`src/rtl/ir_queue_decode.sv`:
```
// Instruction queue with registered MIPS decode stage.
// Fetched instructions (with PCs) are buffered in a DEPTH-entry FIFO; the head
// is decoded into an output register guarded by a valid/ready handshake.
// When the queue is empty an accepted instruction bypasses straight into the
// output register, giving one cycle from accept to out_valid.
module ir_queue_decode #(
  parameter int DATA_W = 32,
  parameter int PC_W   = 32,
  parameter int DEPTH  = 4
) (
  input  logic                       clk,
  input  logic                       rst_n,
  input  logic                       flush,
  input  logic                       in_valid,
  output logic                       in_ready,
  input  logic [31:0]                in_ir,
  input  logic [PC_W-1:0]            in_pc,
  output logic                       out_valid,
  input  logic                       out_ready,
  output logic [PC_W-1:0]            out_pc,
  output logic [5:0]                 out_op,
  output logic [4:0]                 out_rs,
  output logic [4:0]                 out_rt,
  output logic [4:0]                 out_rd,
  output logic [4:0]                 out_shamt,
  output logic [5:0]                 out_funct,
  output logic [DATA_W-1:0]          out_imm,
  output logic                       out_is_rtype,
  output logic                       out_is_imm,
  output logic                       out_illegal,
  output logic [$clog2(DEPTH):0]     count
);

  localparam int AW = $clog2(DEPTH);
  localparam int CW = AW + 1;

  logic [31:0]     mem_ir [DEPTH];
  logic [PC_W-1:0] mem_pc [DEPTH];
  logic [AW-1:0]   wr_ptr;
  logic [AW-1:0]   rd_ptr;
  logic            ready_en;

  logic            accept;
  logic            pop;
  logic            load_out;
  logic            from_queue;
  logic            bypass;
  logic            enq;
  logic [31:0]     src_ir;
  logic [PC_W-1:0] src_pc;
  logic [5:0]      src_op;
  logic [5:0]      src_funct;
  logic            dec_rtype;
  logic            dec_imm;
  logic            dec_zero_ext;
  logic [DATA_W-1:0] dec_ext;

  // Handshake qualifiers and selection of the output-register source.
  always_comb begin
    // NOTE: every signal gets a default first so no path leaves it unassigned,
    // which would otherwise infer a latch.
    in_ready   = ready_en && (count < CW'(DEPTH)) && !flush;
    accept     = in_valid && in_ready;
    pop        = out_valid && out_ready;
    load_out   = !out_valid || pop;
    from_queue = load_out && (count != '0);
    bypass     = load_out && (count == '0) && accept;
    enq        = accept && !bypass;
    src_ir     = from_queue ? mem_ir[rd_ptr] : in_ir;
    src_pc     = from_queue ? mem_pc[rd_ptr] : in_pc;
  end

  // Decode of whichever word is about to enter the output register.
  always_comb begin
    src_op       = src_ir[31:26];
    src_funct    = src_ir[5:0];
    dec_rtype    = (src_op == 6'h00) &&
                   (src_funct inside {6'h20, 6'h21, 6'h24, 6'h25, 6'h00});
    dec_imm      = src_op inside {6'h08, 6'h09, 6'h0C, 6'h0D};
    dec_zero_ext = (src_op == 6'h0C) || (src_op == 6'h0D);
    dec_ext      = dec_zero_ext ? DATA_W'(src_ir[15:0])
                                : DATA_W'($signed(src_ir[15:0]));
  end

  // Queue storage write; no reset needed because occupancy lives in count.
  // NOTE: the storage array is deliberately left out of reset -- count and the
  // pointers decide which entries are meaningful, and a resettable array costs
  // a reset net on every bit.
  always_ff @(posedge clk) begin
    if (enq) begin
      mem_ir[wr_ptr] <= in_ir;
      mem_pc[wr_ptr] <= in_pc;
    end
  end

  // Pointers, occupancy and the registered decode stage; flush wins over all.
  always_ff @(posedge clk or negedge rst_n) begin
    if (!rst_n) begin
      // NOTE: sequential state uses non-blocking assignments so every flop
      // samples pre-edge values regardless of statement order.
      ready_en     <= 1'b0;
      wr_ptr       <= '0;
      rd_ptr       <= '0;
      count        <= '0;
      out_valid    <= 1'b0;
      out_pc       <= '0;
      out_op       <= '0;
      out_rs       <= '0;
      out_rt       <= '0;
      out_rd       <= '0;
      out_shamt    <= '0;
      out_funct    <= '0;
      out_imm      <= '0;
      out_is_rtype <= 1'b0;
      out_is_imm   <= 1'b0;
      out_illegal  <= 1'b0;
    end else begin
      ready_en <= 1'b1;
      if (flush) begin
        wr_ptr    <= '0;
        rd_ptr    <= '0;
        count     <= '0;
        out_valid <= 1'b0;
      end else begin
        if (enq)        wr_ptr <= wr_ptr + 1'b1;
        if (from_queue) rd_ptr <= rd_ptr + 1'b1;
        case ({enq, from_queue})
          2'b10:   count <= count + 1'b1;
          2'b01:   count <= count - 1'b1;
          default: count <= count;
        endcase
        if (load_out) begin
          out_valid <= from_queue || bypass;
          if (from_queue || bypass) begin
            out_pc       <= src_pc;
            out_op       <= src_op;
            out_rs       <= src_ir[25:21];
            out_rt       <= src_ir[20:16];
            out_rd       <= src_ir[15:11];
            out_shamt    <= src_ir[10:6];
            out_funct    <= src_funct;
            out_imm      <= dec_ext;
            out_is_rtype <= dec_rtype;
            out_is_imm   <= dec_imm;
            out_illegal  <= !(dec_rtype || dec_imm);
          end
        end
      end
    end
  end

endmodule

```
`config.mk`:
```
export PLATFORM = sky130hd
export DESIGN_NAME = ir_queue_decode
export DESIGN_NICKNAME = d
export VERILOG_FILES = /design/src/rtl/ir_queue_decode.sv
export SDC_FILE = /design/constraint.sdc
export NUM_CORES = 1
export LEC_CHECK = 0
export ABC_CLOCK_PERIOD_IN_PS = 7300
export CELL_PAD_IN_SITES_DETAIL_PLACEMENT = 0
export CELL_PAD_IN_SITES_GLOBAL_PLACEMENT = 2
export CORE_AREA = 5 5 199 201
export DETAILED_ROUTE_END_ITERATION = 12
export DIE_AREA = 0 0 204 206
export PLACE_DENSITY_LB_ADDON = 0.1
export SLEW_MARGIN = 10
export SYNTH_ARGS = -nofsm -noshare
export SYNTH_HDL_FRONTEND = slang
export SYNTH_SLANG_ARGS = --single-unit
```
`constraint.sdc`:
```
create_clock -name clk -period 7.3 [get_ports clk]
set_input_delay 1.46 -clock clk [delete_from_list [all_inputs] [get_ports clk]]
set_output_delay 1.46 -clock clk [all_outputs]
set_load 0.03 [all_outputs]
```
==> metrics.csv, run 1 <==
stage,metric,value,unit
outcome,status,"finished, final reports clean",
synthesis,Synthesized Nets,804,
synthesis,largest cells by area after synthesis,"edfxtp_1 59%, dfrtp_1 15%, mux4_2 9.9%",
power,"IR drop worst, VDD",0.259,mV
critical_path,most frequent CP cell,clkdlybuf4s50_1,
timing,Fin Hold WS,0.479,ns
cts,Worst-Skew Late Latency,0.51,ns
floorplan,Die ar.,42000,µm²
cells_and_area,Fillers,3299,
cells_and_area,final instance area,16200,µm²
timing,Sum Neg Setup Slack,0,ns
drt,1st-pass router iterations,4,
critical_path,Worst Setup End Kind,output port,
critical_path,CP cell instances,"clkdlybuf4s50_1, nor3b_1, clkdlybuf4s50_1",
critical_path,gate family responsible for the most delay along the worst path,buffers and inverters,
synthesis,"Distinct cells, synth",44,
critical_path,worst reg-to-reg setup slack,4.05,ns
critical_path,CP startpoint,flush,
drt,DR vias,6967,
cts,number of gates resized after CTS,0,
critical_path,FF-to-FF End,out_illegal$_DFFE_PN0P_,
worst_hold_path,Hold Path Stages,2,
critical_path,critical path launch point type,input port,
critical_path,slowest CP cell,clkdlybuf4s50_1,
place,Placer Congestion,0.707,
cts,CTS Hold Bufs,0,
drt,WL/cell,20.9,µm
critical_path,reg-to-reg critical path startpoint,rd_ptr[0]$_DFFE_PN0P_,
timing,Final Cycle Share,0.630,
floorplan,Die Y,206,µm
cts,Post-CTS Setup Bufs,0,
timing,Slew Limit Fails,0,
drt,DRC Markers,0,
cts,H-Tree Depth,2,
timing,final setup fails,0,
drt,total wire length,29600,µm
timing,Least-Margin Pin Slew,1.07,ns
drt,Initial DRC Count,366,
synthesis,dominant synthesized flop cell,edfxtp_1,
synthesis,"Seq/Total Area, Yosys",0.741,
critical_path,r2r worst-path depth,6,
drt,routed vias/inst,4.93,
cells_and_area,most frequent cells in the layout,"256 x edfxtp_1, 171 x clkdlybuf4s50_1, 75 x dfrtp_1",
cells_and_area,"most common cell after layout, fill and taps aside",edfxtp_1,
place,placed inst area,15000,µm²
floorplan,Initial Util,0.347,
run,Max Cap Viol,0,
cts,CTS buffer count,38,
synthesis,Post-Syn Instances,730,
synthesis,ys async rst share,0.231,
synthesis,Yosys Warn Count,0,
cts,CTS Buffer Depth,3,
cells_and_area,Layout Cells excl Fill,1413,
timing,relative slew slack,0.289,
critical_path,crit-path max FO,11,
cells_and_area,ANT cells,0,
place,DP Cell Count,1343,
synthesis,Yosys top cell area share,0.593,
cells_and_area,Nets,946,
synthesis,cell area after synthesis,13000,µm²
critical_path,crit path to,in_ready,
timing,clk_skew,0.00867,ns
grt,vias in the first global route,7604,
cts,"CTS clk-pin slew, worst paths",0.05,ns
cts,CTS tree,built,
critical_path,WP data required,5.84,ns
grt,total track usage,0.139,
critical_path,CP max stage delay,0.73,ns
critical_path,critical path depth,3,
grt,first-pass GRT wire length,45300,µm
grt,largest net degree at the start of global routing,84,
worst_hold_path,worst min-delay path category,flop to flop,
timing,"Hold Vio Cnt, Final",0,
floorplan,# rows,71,
cells_and_area,layout cells sized above 1,0.147,
cts,# clock sinks,333,
timing,Max Clk Rate,0.217,GHz
place,dpl hpwl,16900,µm
floorplan,total core area,37400,µm²
critical_path,Setup CP Type,input port to output port,
power,Leakage,5.48,nW
synthesis,number of synthesized register bits,333,
cells_and_area,synth-to-layout area growth,25.0,%
critical_path,worst path bufs/invs,2,
floorplan,Chip Width,204,µm
drt,post-route ant nets,0,
timing,post-layout minimum cycle time,4.60,ns
power,Power Dens Cells,414,nW/µm²
place,port buffer count,172,
synthesis,leading area contributor after synthesis,edfxtp_1,
critical_path,worst path arrival time,3.14,ns
timing,RSZ-0062 raised after global routing,false,
grt,grt ovf,0,
synthesis,average cell area after synthesis,17.8,µm²
grt,initial antenna violation count,3,
floorplan,I/O pin cnt,173,
synthesis,"EDFF count, synth",256,
cts,Clock Tree Root,clkbuf_16,
## how the worst min path moves through the flow
| stage | startpoint | to | slack (ns) |
|---|---|---|---|
| after global routing | out_pc[31]$_DFFE_PN0P_ | out_pc[31]$_DFFE_PN0P_ | 0.51 |
| final | out_pc[29]$_DFFE_PN0P_ | out_pc[29]$_DFFE_PN0P_ | 0.48 |
| after global placement | out_pc[10]$_DFFE_PN0P_ | out_pc[10]$_DFFE_PN0P_ | 0.47 |
| after CTS | out_pc[5]$_DFFE_PN0P_ | out_pc[5]$_DFFE_PN0P_ | 0.49 |
| after detailed placement | out_pc[17]$_DFFE_PN0P_ | out_pc[17]$_DFFE_PN0P_ | 0.47 |
| after floorplan | wr_ptr[1]$_DFFE_PN0P_ | wr_ptr[1]$_DFFE_PN0P_ | 0.54 |
## metrics by stage
step	worst slack (ns)	util	power [mW]
6_report	2.70	0.433	6.71
5_1_grt	2.58	0.433	7.06
4_1_cts	2.69	0.433	6.83
3_5_place_dp	2.72	0.400	4.95
3_3_place_gp	2.69	0.400	4.93
2_1_floorplan	3.18	-	4.07
## worst register-to-register path, cell delays in order (launching register included)
cell and delay, ns:
dfrtp_4 0.83, buf_4 0.76, mux4_2 0.63, and3_1 0.20
a211o_1 0.26, nor4_2 0.32, a21oi_1 0.11
## power breakdown
group / total, mW / switching (mW) / internal, mW
Clock: 1.85 / 0.719 / 1.13
Sequential: 2.50 / 0.212 / 2.28
Combinational: 2.36 / 1.41 / 0.959
## Yosys cell counts, drive strengths merged, types with 3 or more instances
cell and count:
edfxtp 256, o22ai 52, a21oi 9, and2 5, dfrtp 77, buf 43
mux2i 8, xnor2 3, a21o 5, o21ai 64, nand3 4, nor2 11
clkbuf 32, ha 4, nand2 61, inv 3, mux4 64
## registers in the layout, indices dropped and copies added (netlist names), 2 cells and up
register   cells
out_imm        4
mem_ir       128
out_rd         4
out_shamt      4
mem_pc       128
out_rt         5
out_pc        32
rd_ptr         2
wr_ptr         2
out_op         6
out_rs         5
out_funct      5
count          3
## cell type report
cell class | instances | area (µm²) | share of cell area
sequential | 333 | 9620 | 0.594
clock inverter | 14 | 120 | 0.00741
clock buffer | 56 | 1110 | 0.0686
multi-input combinational | 319 | 2950 | 0.182
timing repair buffer | 177 | 1760 | 0.109
inverter | 3 | 11.3 | 0.000695
tap | 511 | 639 | 0.0394
## per-layer routing
metal  up-vias  track usage  wire, µm
met2       180        0.236     14300
met5         -            0        39
li1       3143            -         -
met1      3584        0.184     13100
met4         6       0.0335       548
met3        54       0.0320      1560
## cell families (layout without fill, tap and decap cells)
| group | after synthesis | in the layout | synth area share |
|---|---|---|---|
| AO/OA/AOI/OAI | 140 | 140 | 0.0632 |
| XOR/XNOR | 4 | 4 | 0.00270 |
| adder cells (fa/ha/maj) | 5 | 5 | 0.00540 |
| buffers and inverters | 78 | 250 | 0.0331 |
| flip-flops | 333 | 333 | 0.741 |
| multiplexers | 74 | 74 | 0.121 |
| other | 1 | 1 | 0.000289 |
| AND/OR/NAND/NOR | 95 | 95 | 0.0327 |
Power figures use the tool's default switching activity.
==> run 2, diff against run 1 <==
--- a/config.mk
+++ b/config.mk
@@ -5,7 +5,7 @@
 export SDC_FILE = /design/constraint.sdc
 export NUM_CORES = 1
 export LEC_CHECK = 0
-export ABC_CLOCK_PERIOD_IN_PS = 7300
+export ABC_CLOCK_PERIOD_IN_PS = 4200
 export CELL_PAD_IN_SITES_DETAIL_PLACEMENT = 0
 export CELL_PAD_IN_SITES_GLOBAL_PLACEMENT = 2
 export CORE_AREA = 5 5 199 201
==> constraint.sdc (replaced) <==
create_clock -name clk -period 4.2 [get_ports clk]
set_input_delay 0.84 -clock clk [delete_from_list [all_inputs] [get_ports clk]]
set_output_delay 0.84 -clock clk [all_outputs]
set_load 0.03 [all_outputs]
==> metrics.csv, run 2 (synthesized netlist as in run 1, its figures left out) <==
stage,metric,value,unit,change
outcome,status,"finished, final reports clean",,
cells_and_area,Top Registers,"mem_ir x128, mem_pc x128, out_pc x32",,
cells_and_area,synth-to-layout area growth,26.3,%,
cts,H-Tree Depth,2,,unchanged
floorplan,# rows,71,,unchanged
worst_hold_path,worst min-delay path category,input port to async pin,,
timing,final worst setup slack,0.781,ns,-1.92 ns
cells_and_area,layout cells sized above 1,0.162,,+0.0145
floorplan,Initial Util,0.347,,unchanged
timing,clk_skew,0.0198,ns,+0.0111 ns
cells_and_area,Util after Layout,0.438,,+0.00438
grt,vias in the first global route,7628,,+0.32%
timing,Fin Hold WS,0.466,ns,-0.0127 ns
critical_path,Setup CP Type,input port to output port,,
cells_and_area,"most common cell after layout, fill and taps aside",edfxtp_1,,
floorplan,total core area,37400,µm²,unchanged
drt,WL/cell,21.4,µm,+2.2%
floorplan,I/O pin cnt,173,,unchanged
floorplan,Chip Width,204,µm,unchanged
cts,# clock sinks,333,,unchanged
drt,DR vias,6988,,+0.30%
cells_and_area,most frequent cells in the layout,"256 x edfxtp_1, 171 x clkdlybuf4s50_1, 75 x dfrtp_1",,
drt,Initial DRC Count,345,,-5.7%
drt,1st-pass router iterations,4,,unchanged
power,"IR drop worst, VDD",0.320,mV,+24%
cts,Clock Tree Root,clkbuf_16,,
grt,initial antenna violation count,0,,-3
grt,total track usage,0.146,,+0.00633
grt,largest net degree at the start of global routing,76,,-9.5%
drt,routed vias/inst,4.90,,-0.54%
timing,Sum Neg Setup Slack,0,ns,unchanged
cts,number of gates resized after CTS,0,,unchanged
critical_path,critical path launch point type,input port,,
timing,RSZ-0062 raised after global routing,false,,
power,Power Dens Cells,715,nW/µm²,+73%
timing,Max Clk Rate,0.293,GHz,
critical_path,crit-path max FO,11,,unchanged
cts,CTS Buffer Depth,3,,unchanged
timing,post-layout minimum cycle time,3.42,ns,
cts,Post-CTS Setup Bufs,0,,unchanged
timing,Least-Margin Pin Slew,0.905,ns,-0.161 ns
floorplan,Die ar.,42000,µm²,unchanged
cts,CTS Hold Bufs,0,,unchanged
timing,"Hold Vio Cnt, Final",0,,unchanged
cells_and_area,Nets,960,,+1.5%
cts,CTS buffer count,38,,unchanged
timing,Slew Limit Fails,0,,unchanged
grt,grt ovf,0,,unchanged
cts,Worst-Skew Late Latency,0.52,ns,about the same
cts,"CTS clk-pin slew, worst paths",0.05,ns,about the same
place,Placer Congestion,0.726,,+2.7%
cells_and_area,Layout Cells excl Fill,1425,,+0.85%
critical_path,Worst Setup End Kind,output port,,
floorplan,Die Y,206,µm,unchanged
run,Max Cap Viol,0,,unchanged
timing,final setup fails,0,,unchanged
critical_path,WP data required,3.36,ns,-2.48 ns
grt,first-pass GRT wire length,47000,µm,+3.7%
cells_and_area,ANT cells,0,,unchanged
place,DP Worst Slack,0.589,ns,-2.13 ns
drt,post-route ant nets,0,,unchanged
drt,total wire length,30500,µm,+3.1%
timing,relative slew slack,0.396,,+0.107
power,Leakage,5.56,nW,+1.3%
place,port buffer count,172,,unchanged
place,DP Cell Count,1357,,+1.0%
cts,CTS tree,built,,
place,dpl hpwl,20300,µm,+20%
timing,Final Cycle Share,0.814,,
drt,DRC Markers,0,,unchanged
critical_path,worst path arrival time,2.58,ns,-0.56 ns
[run 2: cell types whose count changed in the layout (fill, tap and decap cells not counted), sizes merged]
| cell | previous run | this run |
|---|---|---|
| buf | 6 | 20 |
| inv | 4 | 7 |
| bufinv | 2 | 4 |
| clkinv | 11 | 12 |
| clkinvlp | 0 | 3 |
| clkbuf | 56 | 45 |
[run 2: where the power goes]
| part | switching, mW | total [mW] | leakage, nW | internal [mW] |
|---|---|---|---|---|
| Clock | 1.29 | 3.24 | 0.596 | 1.96 |
| Combinational | 2.48 | 4.17 | 1.70 | 1.69 |
| Sequential | 0.328 | 4.30 | 3.26 | 3.97 |
| Total | 4.10 | 11.7 | 5.56 | 7.62 |
[run 2: layer usage]
metal  vias up  global-route usage  wire (µm)
met4         0              0.0345        566
li1       3171                   -          -
met2       174               0.251      15200
met3        49              0.0278       1360
met1      3594               0.192      13400
met5         -                   0          0
[run 2: path summary, 6_finish.rpt]
check,start,end,slack (ns),cells after the start
setup / recovery,flush,in_ready,0.78,3
hold / removal,rst_n,out_op[0]$_DFFE_PN0P_,0.47,1
min in group clk,out_rs[0]$_DFFE_PN0P_,out_rs[0]$_DFFE_PN0P_,0.47,2
setup reg to reg,rd_ptr[0]$_DFFE_PN0P_,out_illegal$_DFFE_PN0P_,1.45,5
hold reg to reg,out_rs[0]$_DFFE_PN0P_,out_rs[0]$_DFFE_PN0P_,0.47,2
max in group asynchronous,rst_n,out_shamt[3]$_DFFE_PN0P_,2.94,2
[run 2: per-stage QoR]
step | cell area, µm² | power [mW]
floorplan | 13000 | 7.08
global placement | 15100 | 8.61
detailed placement | 15100 | 8.65
CTS | 16400 | 11.9
global route | 16400 | 12.4
finish | 16400 | 11.7
[run 2: final cells by class]
class | count | area (µm²)
clock buffers | 45 | 998
clock inverters | 23 | 234
flip-flops and latches | 333 | 9620
inverters | 3 | 11.3
repair buffers | 191 | 1920
well taps | 511 | 639
multi-input cells | 319 | 2950
fillers | 3292 | 21000
[run 2: worst max-delay path: stages]
cell and delay [ns]:
clkdlybuf4s50_1 0.62, nor3b_1 0.38, clkdlybuf4s50_1 0.74
==> run 3, diff against run 2 <==
--- a/config.mk
+++ b/config.mk
@@ -5,7 +5,7 @@
 export SDC_FILE = /design/constraint.sdc
 export NUM_CORES = 1
 export LEC_CHECK = 0
-export ABC_CLOCK_PERIOD_IN_PS = 4200
+export ABC_CLOCK_PERIOD_IN_PS = 3000
 export CELL_PAD_IN_SITES_DETAIL_PLACEMENT = 0
 export CELL_PAD_IN_SITES_GLOBAL_PLACEMENT = 2
 export CORE_AREA = 5 5 199 201
==> constraint.sdc (replaced) <==
create_clock -name clk -period 3 [get_ports clk]
set_input_delay 0.6 -clock clk [delete_from_list [all_inputs] [get_ports clk]]
set_output_delay 0.6 -clock clk [all_outputs]
set_load 0.03 [all_outputs]
==> metrics.csv, run 3 (synthesized netlist as in run 1, its figures left out) <==
stage,metric,value,unit,change
grt,total track usage,0.148,,+0.00252
timing,"Hold Vio Cnt, Final",0,,unchanged
run,Max Cap Viol,0,,unchanged
place,port buffer count,172,,unchanged
floorplan,Chip Width,204,µm,unchanged
cts,"CTS clk-pin slew, worst paths",0.06,ns,about the same
cells_and_area,Fillers,3279,,-0.39%
timing,post-layout minimum cycle time,2.66,ns,
drt,WL/cell,21.6,µm,+0.81%
timing,RSZ-0062 raised after global routing,false,,
timing,clk_skew,0.0107,ns,-0.00916 ns
outcome,status,"finished, final reports clean",,
critical_path,gate family responsible for the most delay along the worst path,buffers and inverters,,
floorplan,# rows,71,,unchanged
grt,largest net degree at the start of global routing,57,,-25%
timing,Max Clk Rate,0.376,GHz,
grt,vias in the first global route,7735,,+1.4%
timing,Sum Neg Setup Slack,0,ns,unchanged
cts,Worst-Skew Late Latency,0.51,ns,about the same
power,"IR drop worst, VDD",0.438,mV,+37%
cts,CTS buffer count,37,,-2.6%
drt,DRC Markers,0,,unchanged
timing,Final Cycle Share,0.887,,
floorplan,Die Y,206,µm,unchanged
floorplan,I/O pin cnt,173,,unchanged
critical_path,worst path arrival time,2.06,ns,-0.52 ns
timing,relative slew slack,0.584,,+0.187
place,DP Worst Slack,0.295,ns,-0.294 ns
cells_and_area,Util after Layout,0.442,,+0.00418
cells_and_area,synth-to-layout area growth,27.5,%,
critical_path,reg-to-reg critical path startpoint,count[1]$_DFFE_PN0P_,,
floorplan,total core area,37400,µm²,unchanged
power,Power Dens Cells,990,nW/µm²,+38%
critical_path,Setup CP Type,input port to output port,,
drt,routed vias/inst,4.92,,+0.29%
place,DP Cell Count,1372,,+1.1%
cts,CTS Hold Bufs,0,,unchanged
drt,post-route ant nets,0,,unchanged
critical_path,CP cell instances,"clkdlybuf4s50_1, nor3b_1, clkdlybuf4s50_1",,
cells_and_area,layout cells sized above 1,0.171,,+0.00941
grt,first-pass GRT wire length,47700,µm,+1.5%
critical_path,Worst Setup End Kind,output port,,
drt,Initial DRC Count,338,,-2.0%
cells_and_area,most frequent cells in the layout,"256 x edfxtp_1, 171 x clkdlybuf4s50_1, 75 x dfrtp_1",,
critical_path,CP startpoint,flush,,
drt,DR vias,7077,,+1.3%
power,Leakage,5.64,nW,+1.5%
grt,grt ovf,0,,unchanged
cts,CTS tree,built,,
cts,Clock Tree Root,clkbuf_16,,
timing,Slew Limit Fails,0,,unchanged
cts,CTS Buffer Depth,3,,unchanged
timing,Least-Margin Pin Slew,0.624,ns,-0.281 ns
timing,final setup fails,0,,unchanged
timing,final worst setup slack,0.340,ns,-0.441 ns
floorplan,Initial Util,0.347,,unchanged
cells_and_area,"most common cell after layout, fill and taps aside",edfxtp_1,,
critical_path,slowest CP cell,clkdlybuf4s50_1,,
place,Placer Congestion,0.730,,+0.55%
critical_path,WP data required,2.40,ns,-0.96 ns
worst_hold_path,worst min-delay path category,input port to async pin,,
cts,H-Tree Depth,2,,unchanged
cts,# clock sinks,333,,unchanged
cells_and_area,Layout Cells excl Fill,1439,,+0.98%
floorplan,Die ar.,42000,µm²,unchanged
drt,total wire length,31000,µm,+1.8%
cts,Post-CTS Setup Bufs,0,,unchanged
power,Overall Power,16.4,mW,+40%
critical_path,CP max stage delay,0.73,ns,about the same
cts,number of gates resized after CTS,0,,unchanged
place,dpl hpwl,21000,µm,+3.6%
drt,1st-pass router iterations,5,,+1
critical_path,most frequent CP cell,clkdlybuf4s50_1,,
cells_and_area,Top Registers,"mem_ir x128, mem_pc x128, out_pc x32",,
grt,initial antenna violation count,1,,+1
critical_path,crit-path max FO,3,,-8
critical_path,critical path launch point type,input port,,
cells_and_area,ANT cells,0,,unchanged
critical_path,worst path bufs/invs,2,,unchanged
cells_and_area,Nets,974,,+1.5%
run 3: cell count changes in the layout (fill, tap and decap cells not counted), sizes merged:
cell	previous run	this run
inv	7	4
clkbuf	45	52
buf	20	35
bufinv	4	3
clkinv	12	11
clkinvlp	3	0
run 3: area by class of cell:
type	count	area, µm²	area share
well taps	511	639	0.0387
flip-flops and latches	333	9620	0.582
clock inverters	15	163	0.00984
inverters	3	11.3	0.000681
clock buffers	52	1010	0.0613
repair buffers	206	2140	0.129
multi-input cells	319	2950	0.178
run 3: worst reg2reg max path, cell delays in order (launching register included):
cell and delay (ns):
dfrtp_1 0.44, or3_2 0.77, nand2_2 0.23, buf_4 0.35, a21oi_1 0.16, nor4_2 0.29, a21oi_1 0.11
run 3: path summary, 6_finish.rpt:
path	to	slack, ns	cells after the start
max	in_ready	0.34	3
min	out_funct[4]$_DFFE_PN0P_	0.11	1
max reg2reg	out_illegal$_DFFE_PN0P_	0.53	6
min reg2reg	out_rs[4]$_DFFE_PN0P_	0.48	2
max in group asynchronous	out_op[5]$_DFFE_PN0P_	2.17	2
min in group clk	out_rs[4]$_DFFE_PN0P_	0.48	2
run 3: power by group:
part | total [mW] | internal, mW | switching (mW) | leakage [nW]
combinational | 6.02 | 2.46 | 3.56 | 1.80
sequential | 5.98 | 5.56 | 0.424 | 3.26
clock | 4.38 | 2.63 | 1.75 | 0.579
total | 16.4 | 10.6 | 5.73 | 5.64
run 3: routing by layer:
layer,GRT usage,vias to the layer above,routed length [µm]
li1,-,3197,-
met1,0.186,3649,12700
met2,0.266,186,16200
met3,0.0279,43,1410
met4,0.0378,2,633
met5,0,-,13
run 3: metrics by stage:
step	cell area, µm²	hold WS [ns]
4_1_cts	16500	0.123
3_3_place_gp	15400	0.465
6_report	16500	0.108
2_1_floorplan	13000	0.304
5_1_grt	16500	0.158
3_5_place_dp	15400	0.470
